## src/rtl/stopwatch_pkg.sv

```systemverilog
// Shared stopwatch definitions: FSM status encodings, BCD digit width and
// the default one-second divider.
package stopwatch_pkg;

  typedef enum logic [1:0] {
    ST_IDLE    = 2'b00,
    ST_RUNNING = 2'b01,
    ST_PAUSED  = 2'b10
  } sw_status_t;

  localparam int BCD_W            = 4;
  localparam int TICK_DIV_DEFAULT = 100_000_000;

  // Clear decode used by the integrating top: the counter resets while idle.
  function automatic logic clear_from_status(input sw_status_t status);
    return status == ST_IDLE;
  endfunction

endpackage

```

## src/rtl/bcd_digit.sv

```systemverilog
// One BCD counter digit that wraps at MAX and reports a carry on its wrap.
module bcd_digit
  import stopwatch_pkg::*;
#(
  parameter logic [BCD_W-1:0] MAX = 4'd9
) (
  input  logic             clk,
  input  logic             rst_n,
  input  logic             clear,
  input  logic             inc,
  output logic [BCD_W-1:0] digit,
  output logic             carry
);

  assign carry = inc && (digit == MAX);

  // ">= MAX" also scrubs any out-of-range value back to zero on increment.
  always_ff @(posedge clk or negedge rst_n) begin
    if (!rst_n)          digit <= '0;
    else if (clear)      digit <= '0;
    else if (inc)        digit <= (digit >= MAX) ? '0 : digit + 1'b1;
  end

endmodule

```

## src/rtl/stopwatch_time_counter.sv

```systemverilog
// Stopwatch time base: divides clk into one-second events and advances a
// four-digit BCD MM:SS count with tick and wrap pulses.
module stopwatch_time_counter
  import stopwatch_pkg::*;
#(
  parameter int TICK_DIV = TICK_DIV_DEFAULT
) (
  input  logic             clk,
  input  logic             rst_n,
  input  logic             enable,
  input  logic             clear,
  output logic [BCD_W-1:0] sec_ones,
  output logic [BCD_W-1:0] sec_tens,
  output logic [BCD_W-1:0] min_ones,
  output logic [BCD_W-1:0] min_tens,
  output logic             sec_tick,
  output logic             rollover
);

  localparam int             NUM_DIGITS = 4;
  localparam int             DW         = (TICK_DIV > 2) ? $clog2(TICK_DIV) : 1;
  localparam logic [DW-1:0]  DIV_LAST   = DW'(TICK_DIV - 1);

  logic [DW-1:0]                       div_cnt;
  logic                                sec_evt;
  logic [NUM_DIGITS:0]                 inc_chain;
  logic [NUM_DIGITS-1:0][BCD_W-1:0]    digits;

  // Prescaler only moves while enabled, so a pause keeps the sub-second phase.
  always_ff @(posedge clk or negedge rst_n) begin
    if (!rst_n)              div_cnt <= '0;
    else if (clear)          div_cnt <= '0;
    else if (enable)         div_cnt <= (div_cnt == DIV_LAST) ? '0 : div_cnt + 1'b1;
  end

  assign sec_evt      = enable && !clear && (div_cnt == DIV_LAST);
  assign inc_chain[0] = sec_evt;

  // Digit order: sec_ones, sec_tens, min_ones, min_tens; only sec_tens wraps at 5.
  for (genvar i = 0; i < NUM_DIGITS; i++) begin : g_digit
    bcd_digit #(
      .MAX ((i == 1) ? 4'd5 : 4'd9)
    ) u_digit (
      .clk   (clk),
      .rst_n (rst_n),
      .clear (clear),
      .inc   (inc_chain[i]),
      .digit (digits[i]),
      .carry (inc_chain[i+1])
    );
  end

  // Pulses line up with the cycle in which the new digits are visible.
  always_ff @(posedge clk or negedge rst_n) begin
    if (!rst_n) begin
      sec_tick <= 1'b0;
      rollover <= 1'b0;
    end else if (clear) begin
      sec_tick <= 1'b0;
      rollover <= 1'b0;
    end else begin
      sec_tick <= sec_evt;
      rollover <= inc_chain[NUM_DIGITS];
    end
  end

  assign sec_ones = digits[0];
  assign sec_tens = digits[1];
  assign min_ones = digits[2];
  assign min_tens = digits[3];

endmodule
```

## config.mk

```make
export PLATFORM = sky130hd
export DESIGN_NAME = stopwatch_time_counter
export DESIGN_NICKNAME = d
export VERILOG_FILES = /design/src/rtl/stopwatch_pkg.sv /design/src/rtl/bcd_digit.sv /design/src/rtl/stopwatch_time_counter.sv
export SDC_FILE = /design/constraint.sdc
export NUM_CORES = 1
export LEC_CHECK = 0
export BUFFER_PORTS_ARGS = -buffer_cell sky130_fd_sc_hd__buf_2
export CAP_MARGIN = 15
export CORE_ASPECT_RATIO = 0.8
export CORE_MARGIN = 1
export CORE_UTILIZATION = 50
export CTS_BUF_LIST = sky130_fd_sc_hd__clkbuf_8
export DETAILED_ROUTE_END_ITERATION = 8
export GPL_TIMING_DRIVEN = 1
export PLACE_DENSITY_LB_ADDON = 0.05
export REMOVE_ABC_BUFFERS = 1
export SETUP_SLACK_MARGIN = 0.2
export SLEW_MARGIN = 20
export SYNTH_ARGS = -nofsm -noshare
export SYNTH_HDL_FRONTEND = slang
export SYNTH_SLANG_ARGS = --single-unit
```

## constraint.sdc

```tcl
create_clock -name clk -period 2.5 [get_ports clk]
set_input_delay 0.375 -clock clk [delete_from_list [all_inputs] [get_ports clk]]
set_output_delay 0.375 -clock clk [all_outputs]
set_load 0.02 [all_outputs]
```

==> results of run 1 <==
==> flip-flops by register name, summed over array words and instances, names as in the netlist <==
name	count
div_cnt	27
g_digit.u_digit.digit	16
sec_tick	1
rollover	1
==> synthesized netlist by cell type, types with 2 or more instances <==
cell type  instances
nand3_1           23
nor4_1             4
a21oi_1           20
a31oi_1           16
a21o_1             9
nand4_2            2
buf_6              2
nand4b_1           2
nor2_1            14
and2_0             2
nand4_1            7
o21ai_0           16
o21ai_1            3
o211ai_1           2
nor3_1             8
ha_1              13
and3_1             4
clkbuf_1           6
and4_1             5
mux2i_1            2
nor4_2             2
or3_1              3
o31a_1             2
a21boi_0           3
nand3b_1           3
dfrtp_1           45
nand2_1           24
and4b_1            2
buf_2              2
nand2b_1           8
inv_1             19
==> logic make-up after synthesis <==
kind of cell	synth area share (%)
muxes	0.728
DFF	41.0
AOI/OAI and AO/OA	19.1
adders and majority gates	5.92
buffers and inverters	5.01
xor gates and xnor gates	0.637
and+or+nand+nor	27.6
==> through the flow <==
step / hold slack [ps] / std cells
after floorplan: 79.4 / 289
after global placement: 398 / 389
after detailed placement: 398 / 389
after CTS: 70.1 / 396
after global routing: 71.5 / 396
final: 57.9 / 396
==> area by class of cell <==
class	count	area, sq um
Clock buffer	6	82.6
Tap cell	62	77.6
Multi-Input combinational cell	224	1490
Inverter	20	75.1
Timing Repair Buffer	38	258
Fill cell	458	2030
Sequential cell	45	1130
Clock inverter	1	3.75
==> worst paths after layout <==
path,startpoint,to,cells past startpoint,slack (ps)
hold reg to reg,div_cnt[7],div_cnt[7],1,520
hold / removal,rst_n,div_cnt[25],1,60
setup reg to reg,div_cnt[19],div_cnt[11],7,280
min in group clk,clear,g_digit[1].u_digit.digit[0],2,400
max in group asynchronous,rst_n,div_cnt[14],2,1920
setup / recovery,div_cnt[19],div_cnt[11],7,280
==> power by group <==
| part | leakage, nW | internal, W | switching (W) |
|---|---|---|---|
| Clock | 0.0485 | 0.000215 | 0.000232 |
| Sequential | 0.627 | 0.000736 | 0.00000980 |
| Combinational | 0.720 | 0.0000298 | 0.0000576 |
==> worst reg2reg max path, cell delays in order (launching register included) <==
cell	delay, ps
dfrtp_1	450
or4_4	570
nor4_4	250
buf_4	220
a21oi_2	90
buf_12	190
a21o_1	170
a21o_1	160
==> metal layers <==
metal	routed length (microns)	track usage (%)
met2	2710	36.5
met4	42	5.51
met5	0	0
met1	3210	31.2
met3	145	6.15
==> what timing repair did <==
item                       CTS  global route
setup endpoints to repair    0             5
gates resized for setup      0             2
hold endpoints to repair     0             0
==> out/results.ini, run 1 <==
[status]
outcome=complete, but fails checks
violations=DRC

[global_routing]
grt_antenna_before_repair=0
grt_usage_pct=22.8
gr-total-overflow=0
grt_pass1_wl_microns=10200
grt_max_degree=32
grt_pass1_vias=2127

[worst_setup_path]
cp_top_family=simple AND/OR/NAND/NOR gates
cp_cell_sequence=or4_4, nor4_4, buf_4, a21oi_2, buf_12, a21o_1, a21o_1
cp-start-kind=flop
critical_path_class=reg2reg
crit_arrival_ps=2410
worstPathMaxFanout=31
worst_path_largest_cell_delay_ps=570
worst-endpoint-required_ps=2690
critPathSlowestCell=or4_4
worstPathBufferInverterCount=2
critPathMostFrequentCell=a21o_1
endpoint_kind=flop

[pwr]
total_power_w=0.00128
pwr_density_cell_nw_per_um2=411
irDropWorstVdd_v=0.000242
power.leakage_nw=1.40

[finish]
final_cell_mix=45 x dfrtp_1, 24 x nand2_1, 23 x nand3_1
drive_above_1_share_pct=18.0
final_common_cell=dfrtp_1
fin_nets=351
utilization_pct=60.5
n_antenna_cell=0
final_area_sq_um=3120
syn_to_final_growth_pct=13.4

[synth]
ys.flop_type=dfrtp_1
ys_warn_count=0
synthArstFlopShare_pct=100
synth_cells=300
synth_cell_type_count=58
syn_area_sq_um=2750
ys_seq_elements=45
synth_edf_count=0
yosysTopAreaCell=dfrtp_1
ys_seq_area_share_pct=41.0
yosysTopAreaCellShare_pct=41.0
synth_area_per_cell_sq_um=9.16
yosys-top-cells-area=dfrtp_1 41%, ha_1 5.9%, nand3_1 4.2%

[clock_tree]
holdBufCountCts=0
htreeDepth=2
clkLatencyLatePin_ps=300
cts_tree=yes
cts.sinks=45
clk_pin_slew_worst_paths_ps=80
cts_buffer_depth=2
root_buffer=clkbuf_8
postCtsSetupBuffers=0
numCtsBuffers=5

[sta]
worst-slew-pin-transition_ps=555
fmax_ghz=0.451
layout_min_cycle_time_ps=2220
period_share_pct=88.6
final-max-slew-violation-count=0
rsz0062_at_grt=no
setup_viol_count_final=0
hold_viol=0
finClkSkew_ps=6.87
setup_tns_ps=0
fin_ws_ps=284
slew_headroom_pct=63.0

[floorplan]
rows=23
die_x_microns=84.9
core_sq_um=5150
initial_core_util_pct=53.4
die_area_sq_um=5800
ios=22
die_y_microns=68.3

[drt]
post-route-drc-count=1
drt_iter0_drc=90
drt_first_pass_iters=8
totalWireLength_microns=6110
vias=2350
vias_per_cell=5.93
detail_route.wl_per_cell_microns=15.4
ant_nets=0

[placement]
io_buffers=21
post_dp_cell_area_sq_um=3020
gp_congestion=0.806
dp_slack_ps=295
dp_hpwl_microns=4370

[worst_hold_path]
min_path_type=in2async

[run]
max_cap_violations=0

Note: power is estimated with default switching activity, not from simulation.
==> run 2: changes to the inputs <==
--- a/config.mk
+++ b/config.mk
@@ -7,9 +7,11 @@
 export LEC_CHECK = 0
 export BUFFER_PORTS_ARGS = -buffer_cell sky130_fd_sc_hd__buf_2
 export CAP_MARGIN = 15
+export CELL_PAD_IN_SITES_DETAIL_PLACEMENT = 1
+export CELL_PAD_IN_SITES_GLOBAL_PLACEMENT = 2
 export CORE_ASPECT_RATIO = 0.8
 export CORE_MARGIN = 1
-export CORE_UTILIZATION = 50
+export CORE_UTILIZATION = 39
 export CTS_BUF_LIST = sky130_fd_sc_hd__clkbuf_8
 export DETAILED_ROUTE_END_ITERATION = 8
 export GPL_TIMING_DRIVEN = 1
==> constraint.sdc (replaced) <==
create_clock -name clk -period 2.05 [get_ports clk]
set_input_delay 0.3075 -clock clk [delete_from_list [all_inputs] [get_ports clk]]
set_output_delay 0.3075 -clock clk [all_outputs]
set_load 0.02 [all_outputs]
==> out/results.ini, run 2 (synthesis gave the netlist of run 1 again) <==
[status]
outcome=complete, but fails checks
violations=setup timing

[worst_setup_path]
worstPathBufferInverterCount=2  ; unchanged
r2r-start=div_cnt[9]
cp-start-kind=flop
rrSetupSlack_ps=-20  ; -300 ps
worst-endpoint-required_ps=2280  ; -410 ps
cp_top_family=simple AND/OR/NAND/NOR gates
worst_path_largest_cell_delay_ps=570  ; about the same
worstPathMaxFanout=6  ; -81%
critPathSlowestCell=or4_4
r2r-end=g_digit[0].u_digit.digit[3]
reg2reg_depth=7  ; unchanged
crit_arrival_ps=2290  ; -120 ps
endpoint_kind=flop
critical_path_class=reg2reg
cp_cell_sequence=or4_4, nor4_4, buf_6, buf_6, nand3_4, or3_1, a21oi_1
critPathMostFrequentCell=buf_6

[finish]
final_area_sq_um=3960  ; +27%
final_cell_mix=45 x dfrtp_1, 41 x buf_4, 24 x nand2_1
reg_top3=div_cnt (27), g_digit.u_digit.digit (16)
syn_to_final_growth_pct=44.0
final_common_cell=dfrtp_1
regMostFlops=div_cnt
n_antenna_cell=0  ; unchanged
drive_above_1_share_pct=41.0  ; +23 points
largest_reg_flops=27  ; unchanged
fin_nets=399  ; +14%
seqCellArea_sq_um=1130  ; unchanged
nFillCells=740  ; +62%
multi_input_area_sq_um=1830  ; +23%

[global_routing]
grt_usage_pct=25.4  ; +2.5 points
grt_pass1_vias=2837  ; +33%
grt_antenna_before_repair=0  ; unchanged
grt_pass1_wl_microns=14400  ; +41%
gr-total-overflow=0  ; unchanged
grt_max_degree=26  ; -19%

[floorplan]
die_area_sq_um=7390  ; +27%
die_x_microns=95.9  ; +13%
core_sq_um=6600  ; +28%
rows=26  ; +13%
initial_core_util_pct=41.6  ; -12 points
ios=22  ; unchanged
die_y_microns=77.1  ; +13%

[drt]
detail_route.wl_per_cell_microns=19.5  ; +27%
ant_nets=0  ; unchanged
vias_per_cell=5.78  ; -2.6%
totalWireLength_microns=9120  ; +49%
vias=2698  ; +15%
post-route-drc-count=0  ; -1
drt_first_pass_iters=4  ; -4
drt_iter0_drc=78  ; -13%

[sta]
slew_headroom_pct=23.4  ; -40 points
rsz0062_at_grt=yes
period_share_pct=101  ; +12 points
final-max-slew-violation-count=0  ; unchanged
finClkSkew_ps=10.6  ; +3.74 ps
hold_viol=0  ; unchanged
worst-slew-pin-transition_ps=1140  ; +590 ps
layout_min_cycle_time_ps=2070  ; -149 ps
setup_viol_count_final=3  ; +3
fmax_ghz=0.484  ; +7.2%
fin_ws_ps=-16.7  ; -301 ps

[pwr]
power.share.combinational_pct=10.2  ; +3.4 points
power.leakage_nw=1.75  ; +25%
swShare_pct=26.5  ; +3.1 points
clkPwrFrac_pct=33.5  ; -1.5 points
irDropWorstVdd_v=0.000413  ; +71%
power.switching_w=0.000431  ; +44%
total_power_w=0.00163  ; +27%
internal_power_w=0.00120  ; +22%
p_seq_share_pct=56.3  ; -1.9 points
pwr_density_cell_nw_per_um2=411  ; about the same

[worst_hold_path]
hold_path_depth=2
worst_hold_startpoint=clear
min_path_type=in2reg
min_to=g_digit[0].u_digit.digit[1]

[clock_tree]
numCtsBuffers=5  ; unchanged
clk_pin_slew_worst_paths_ps=90  ; about the same
cts.sinks=45  ; unchanged
cts_buffer_depth=2  ; unchanged
htreeDepth=2  ; unchanged
cts_tree=yes
root_buffer=clkbuf_8
clkLatencyLatePin_ps=310  ; about the same

[placement]
io_buffers=21  ; unchanged
dp_hpwl_microns=5760  ; +32%
post_dp_cell_area_sq_um=3270  ; +8.2%
gp_congestion=0.769  ; -4.5%

[run]
max_cap_violations=0  ; unchanged

==> run 2: worst register-to-register path: stages (launching register included) <==
cell	delay, ps
dfrtp_1	410
or4_4	570
nor4_4	210
buf_6	180
buf_6	110
nand3_4	60
or3_1	320
a21oi_1	140
==> run 2: how the worst max path moves through the flow <==
| stage | start | to | depth (start not counted) |
|---|---|---|---|
| 2_1_floorplan | div_cnt[19] | div_cnt[11] | 5 |
| 3_3_place_gp | div_cnt[12] | g_digit[1].u_digit.digit[1] | 6 |
| 3_5_place_dp | div_cnt[11] | g_digit[1].u_digit.digit[1] | 6 |
| 4_1_cts | div_cnt[9] | g_digit[0].u_digit.digit[3] | 7 |
| 5_1_grt | div_cnt[9] | g_digit[2].u_digit.digit[2] | 7 |
| 6_report | div_cnt[9] | g_digit[0].u_digit.digit[3] | 7 |
==> run 2: final cells by class <==
type                            instances  area share, %
Timing Repair Buffer                   86           18.7
Sequential cell                        45           28.5
Multi-Input combinational cell        224           46.3
Clock buffer                            5           1.74
Clock inverter                          3          0.285
Inverter                               20           1.90
Tap cell                               84           2.66
==> run 2: power by group through the flow <==
stage               sequential [W]  combinational (W)  clock, W
CTS                       0.000914           0.000160  0.000557
floorplan                 0.000924          0.0000456         0
global route              0.000917           0.000181  0.000591
detailed placement        0.000927           0.000126         0
finish                    0.000916           0.000166  0.000545
global placement          0.000926           0.000123         0
==> run 2: per-stage QoR <==
| stage | setup TNS, ps | hold WS (ps) | setup WS [ps] | util [%] | std cells |
|---|---|---|---|---|---|
| floorplan | -4980 | 11.9 | -296 | - | 289 |
| global placement | -267 | 329 | -78.5 | 49.5 | 437 |
| detailed placement | -718 | 317 | -106 | 49.5 | 437 |
| CTS | 0 | 325 | 67.4 | 57.1 | 463 |
| global route | -528 | 333 | -82.9 | 59.9 | 467 |
| finish | -35.6 | 344 | -16.7 | 59.9 | 467 |
==> run 2: layer usage <==
| layer | vias to the layer above | share of wire, % | global-route usage, % |
|---|---|---|---|
| met4 | 0 | 1.2 | 6.87 |
| met2 | 51 | 47 | 39.8 |
| met1 | 1358 | 48 | 36.0 |
| met5 | - | 0 | 0 |
| met3 | 11 | 3.4 | 3.87 |
| li1 | 1278 | - | - |
==> run 2: what timing repair did <==
action	4_1_cts	5_1_grt
gates resized for setup	73	33
buffers inserted	15	4
hold endpoints to repair	18	0
hold buffers	1	0
setup endpoints to repair	43	43
gates cloned	2	0
pin swaps	44	28
